**src/rtl/gpr_writeback_arbiter.sv**
```systemverilog
// Writeback arbiter for the GPR file: pipeline port A has priority, the multicycle port B
// gets a starvation guarantee. Optional pending-write scoreboard behind GPR_WB_SCOREBOARD_EN.
module gpr_writeback_arbiter #(
    parameter int unsigned STARVE_LIMIT = 4
) (
    input  logic        clock,
    input  logic        reset,
    input  logic        aValid,
    output logic        aReady,
    input  logic [4:0]  aReg,
    input  logic [31:0] aData,
    input  logic        bValid,
    output logic        bReady,
    input  logic [4:0]  bReg,
    input  logic [31:0] bData,
    input  logic        issueValid,
    input  logic [4:0]  issueReg,
    input  logic [4:0]  queryReg1,
    input  logic [4:0]  queryReg2,
    output logic        queryBusy1,
    output logic        queryBusy2,
    output logic        gprWriteEnabled,
    output logic [4:0]  gprWriteRegister,
    output logic [31:0] gprWriteInput
);

    localparam logic [3:0] LP_LIMIT = 4'(STARVE_LIMIT);

    logic [3:0]  r_starve;
    logic        r_we;
    logic [4:0]  r_wreg;
    logic [31:0] r_wdata;

    logic w_starved;
    logic w_a_xfer;
    logic w_b_xfer;

    // Handshake: a transfer happens on the rising edge where valid and ready are both high.
    assign w_starved = (r_starve == LP_LIMIT);
    assign bReady    = !aValid || w_starved;
    assign aReady    = !(bValid && w_starved);
    assign w_a_xfer  = aValid && aReady;
    assign w_b_xfer  = bValid && bReady;

    always_ff @(posedge clock or negedge reset) begin
        if (!reset) begin
            r_starve <= 4'd0;
        end else if (!bValid || w_b_xfer) begin
            r_starve <= 4'd0;
        end else if (!w_starved) begin
            r_starve <= r_starve + 4'd1;
        end
    end

    // Writes to r0 complete the handshake but never reach the register file.
    always_ff @(posedge clock or negedge reset) begin
        if (!reset) begin
            r_we    <= 1'b0;
            r_wreg  <= 5'd0;
            r_wdata <= 32'd0;
        end else if (w_a_xfer && aReg != 5'd0) begin
            r_we    <= 1'b1;
            r_wreg  <= aReg;
            r_wdata <= aData;
        end else if (w_b_xfer && bReg != 5'd0) begin
            r_we    <= 1'b1;
            r_wreg  <= bReg;
            r_wdata <= bData;
        end else begin
            r_we    <= 1'b0;
        end
    end

    assign gprWriteEnabled  = r_we;
    assign gprWriteRegister = r_wreg;
    assign gprWriteInput    = r_wdata;

`ifdef GPR_WB_SCOREBOARD_EN
    logic [31:1] r_busy;
    logic [31:1] w_set;
    logic [31:1] w_clr;
    logic [31:0] w_busy_full;

    always_comb begin
        w_set = '0;
        w_clr = '0;
        for (int i = 1; i < 32; i++) begin
            w_set[i] = issueValid && (issueReg == 5'(i));
            w_clr[i] = w_b_xfer && (bReg == 5'(i));
        end
    end

    // Set is applied after clear so a same-edge issue keeps the register pending.
    always_ff @(posedge clock or negedge reset) begin
        if (!reset) begin
            r_busy <= '0;
        end else begin
            r_busy <= (r_busy & ~w_clr) | w_set;
        end
    end

    assign w_busy_full = {r_busy, 1'b0};
    assign queryBusy1  = w_busy_full[queryReg1];
    assign queryBusy2  = w_busy_full[queryReg2];
`else
    logic w_unused_sb;
    assign w_unused_sb = ^{issueValid, issueReg, queryReg1, queryReg2};
    assign queryBusy1  = 1'b0;
    assign queryBusy2  = 1'b0;
`endif

endmodule

```
**config.mk**
```make
export PLATFORM = sky130hd
export DESIGN_NAME = gpr_writeback_arbiter
export DESIGN_NICKNAME = d
export VERILOG_FILES = /design/src/rtl/gpr_writeback_arbiter.sv
export SDC_FILE = /design/constraint.sdc
export NUM_CORES = 1
export LEC_CHECK = 0
export CAP_MARGIN = 20
export CORE_ASPECT_RATIO = 0.9
export CORE_MARGIN = 2
export CORE_UTILIZATION = 42
export CTS_BUF_LIST = sky130_fd_sc_hd__clkbuf_8
export CTS_CLUSTER_DIAMETER = 60
export DETAILED_ROUTE_END_ITERATION = 6
export PLACE_DENSITY_LB_ADDON = 0.08
export SYNTH_ARGS = -nofsm -noshare
export SYNTH_HDL_FRONTEND = slang
export SYNTH_SLANG_ARGS = --single-unit
```
**constraint.sdc**
```tcl
create_clock -name clock -period 3.9 [get_ports clock]
set_input_delay 0.39 -clock clock [delete_from_list [all_inputs] [get_ports clock]]
set_output_delay 0.39 -clock clock [all_outputs]
set_load 0.02 [all_outputs]
```
# ---- After elaboration in Yosys (flattened, before gate mapping)
# Cells that the tools add are included.
# W data, S select, Z words.
dict set report totals {
  n_memories 0
  ramBits 0
  out_inout_bits 42
  in_bits 94
  mem_bits_ro 0
  regBits 42
  latch_bits 0
}
dict set report classes {
  n_eq_ne 2
  n_shift 0
  div 0
  reduce_logical 13
  n_bitwise 0
  n_mux 8
  add_sub_neg 1
  magnitude_cmp 0
  multipliers 0
}
# operator n
set ops {}
lappend ops {{$mux W32} 2}
lappend ops {{$mux W5} 2}
lappend ops {{$reduce_bool A5 Y1} 2}
lappend ops {{$mux W4} 2}
lappend ops {{$logic_and A1 B1 Y1} 5}
lappend ops {{$add A4 B1 Y4 const B} 1}
lappend ops {{$eq A4 B3 Y1 const B} 1}
lappend ops {{$logic_not A1 Y1} 3}
lappend ops {{$logic_or A1 B1 Y1} 2}
lappend ops {{$mux W1} 2}
lappend ops {{$ne A2 B1 Y1 const B} 1}
lappend ops {{$reduce_bool A2 Y1} 1}

# ---- Longest topological paths before layout
dict set report logic_depth {
  word_depth 6
  mapped_depth 8
  mapped_depth_nobuf 6
}

# ---- Least setup slack after synthesis
# Ideal clock, no wire load.
dict set report synth_timing {
  path_type {input to register}
  start {in aReg[0]}
  end {reg r_wdata[10], in the netlist gprWriteInput[10]}
  slack_ns 1.763
  cell_stages 6
  setup_ns 0.125
  arrival_ns 2.012
  path_cell_list {or4_4 o211ai_2 buf_6 buf_4 mux2_2 mux2_4}
}
dict set report synth_between {
  elab_chain_len 3
}
# element line
set synth_rtl {}
lappend synth_rtl {{start: declaration} 10} ;# input logic [4:0] aReg,
lappend synth_rtl {{$reduce_bool A5 Y1 *} 61} ;# end else if (w_a_xfer && aReg != 5'd0) begin
lappend synth_rtl {{$logic_and A1 B1 Y1 *} 61}
lappend synth_rtl {{$mux W32 / $reduce_bool A2 Y1 (equally long branches)} --}
lappend synth_rtl {{end signal: assignment} 64} ;# r_wdata <= aData;
lappend synth_rtl {{end signal: assignment} 68} ;# r_wdata <= bData;
lappend synth_rtl {{end: declaration} 32} ;# logic [31:0] r_wdata;
# Every way passes the cells marked *; elsewhere a longest branch is shown, timed or not.
# A chain may end at the register's enable or synchronous reset.

# ---- Final worst setup path
dict set report layout_timing {
  start {in aReg[0]}
  end {reg r_wdata[4], in the netlist gprWriteInput[4]}
}
# Same word-level chain as after synthesis.

==> metrics <==
outcome finished, final reports clean; Detailed Place HPWL 3.78 mm; worst-case clock skew 0.00741 ns; core area 5220 um^2; Detail Route Antenna Nets 0; first-pass GRT wire length 8.07 mm; gpl congestion 0.783; Setup crit end kind flip-flop; setup_tns 0 ns; setup violators final 0; Synth Area per Inst 14.9 um^2; 1st-iter DRT viols 22; Worst Tran Pin Value 0.928 ns; final hold vios 0; fin util 67.9%; min-delay worst type input port to async pin; number of global-route vias before repair 1746; fin. max-slew vios 0; first-pass detailed-route iteration total 4; Final Cycle Share 66.8%; crit-path max FO 20; post-cts sizing count 0; cts bufs inserted 5; CTS tree yes; total global routing overflow 0; Routed Wire Length 5.02 mm; post-synthesis sequential area ratio 46.7%; cell area after layout 3550 um^2; Max Cap Violations 0; Max Root-Sink Buffers 2; Final nets 366; Die Height 73.4 um; die area 5960 um^2; Leakage 0.00154 uW; most frequent cells in the layout clkdlybuf4s50_1 (116), mux2_2 (43), dfrtp_1 (42); WL/cell 14.8 um; area grow syn2layout 57.7%; #FFs+latches synth 42; max frequency 0.384 GHz; largest net degree at the start of global routing 43; FP Rows 25; placed cell area 3460 um^2; slew margin rel. 38.1%; share of layout cells above drive strength 1 32.1%; hold_buf cts 0; WS Path Type input port to flip-flop; Post-Syn Area 2250 um^2; CP required 4.07 ns; total track usage 17.9%; DRC 0; initial antenna violation count 0; port buffer count 117; worst path arrival time 2.77 ns; clock slew at reported path FFs 0.08 ns; vias after detailed routing 1609; H-tree depth 2; Sink Count 42; Clock Root Buffer clkbuf_8; # diodes 0; Avg Vias per Cell 4.76; Die X 81.1 um; post-synth cell types 26; critical path launch point type input port; post-CTS setup buffer count 0; Mapped Cells 151; fillers 427; VDD IR max 0.166 mV; unrepaired setup endpoints after global routing false; commonest non-fill, non-tap cell in the layout clkdlybuf4s50_1; synth warn 0; min Tclk post-route 2.60 ns; I/O pin total 136; Initial Util 43.1%; pwr dens 335 nW/um^2; Clock Latency Late Sink 0.29 ns
[registers in the layout, summed over array words and instances, names as in the netlist]
name / count
gprWriteRegister: 5
gprWriteEnabled: 1
gprWriteInput: 32
r_starve: 4
[through the flow]
step | hold slack [ns] | setup WS, ns | power [uW] | instances
after floorplan | 0.0944 | 1.76 | 717 | 152
after global placement | 0.473 | 0.957 | 915 | 330
after detailed placement | 0.480 | 0.949 | 920 | 330
after CTS | 0.264 | 1.27 | 1210 | 338
after global routing | 0.296 | 1.20 | 1250 | 338
final | 0.230 | 1.30 | 1190 | 338
[power by group]
group	total [uW]	internal (uW)	leakage, uW	switching (uW)
clock network	283	140	0.0000524	142
logic	396	245	0.000988	152
registers	511	484	0.000496	26.9
total	1190	869	0.00154	321
[critical path, cell delays in order]
cell	delay (ns)
clkdlybuf4s50_1	0.42
or4_4	0.57
o211ai_4	0.17
buf_4	0.28
o21ai_4	0.27
buf_4	0.33
mux2_4	0.32
[worst paths after layout]
kind	startpoint	to	slack, ns	depth (start not counted)
setup / recovery	aReg[0]	gprWriteInput[4]	1.30	7
hold / removal	reset	gprWriteInput[25]	0.23	1
setup reg to reg	r_starve[0]	gprWriteInput[12]	1.36	7
hold reg to reg	r_starve[0]	r_starve[0]	0.49	1
max in group asynchronous	reset	gprWriteInput[11]	3.08	1
min in group clock	r_starve[0]	r_starve[0]	0.49	1
[synthesized netlist by cell type]
library cell | number | area share (%)
a21oi_1 | 1 | 0.22
and3_1 | 1 | 0.28
and3b_1 | 1 | 0.39
buf_2 | 2 | 0.44
buf_4 | 3 | 1.0
buf_6 | 4 | 2.0
conb_1 | 1 | 0.17
dfrtp_1 | 42 | 47
ha_1 | 2 | 1.1
inv_1 | 4 | 0.67
mux2_2 | 43 | 22
mux2_4 | 29 | 19
mux2i_1 | 1 | 0.44
nand2_1 | 1 | 0.17
nand3_1 | 1 | 0.22
nand4b_1 | 1 | 0.39
nor2_1 | 5 | 0.83
nor4_2 | 1 | 0.56
o211ai_2 | 1 | 0.56
o21ai_1 | 1 | 0.22
o21ai_4 | 1 | 0.72
o221ai_1 | 1 | 0.39
or4_1 | 1 | 0.33
or4_4 | 1 | 0.50
xnor2_1 | 1 | 0.39
xor2_1 | 1 | 0.39
[layout make-up]
type / instances / area [um^2] / share of cell area, %
clock buffers: 6 / 82.6 / 2.33
clock inverters: 2 / 8.76 / 0.247
inverters: 4 / 15.0 / 0.423
multi-input cells: 97 / 1120 / 31.5
flip-flops and latches: 42 / 1050 / 29.6
well taps: 67 / 83.8 / 2.36
repair buffers: 120 / 1190 / 33.5
[logic make-up (layout without fill, tap and decap cells)]
logic type      after synthesis  after routing  share of synthesized area [%]
compound gates                5              5                           2.11
xor+xnor                      2              2                          0.779
fa+ha+maj                     2              2                           1.11
buf+inv                      13            132                           4.12
flops                        42             42                           46.7
mux                          73             73                           41.3
other cells                   1              2                          0.167
simple gates                 13             13                           3.67
[per-layer routing]
metal	global-route usage, %	wire [um]
met1	20.6	2020
met3	6.27	393
met5	0	0
met2	31.4	2550
met4	5.08	57
No activity file was read; power rests on OpenSTA's default activity.
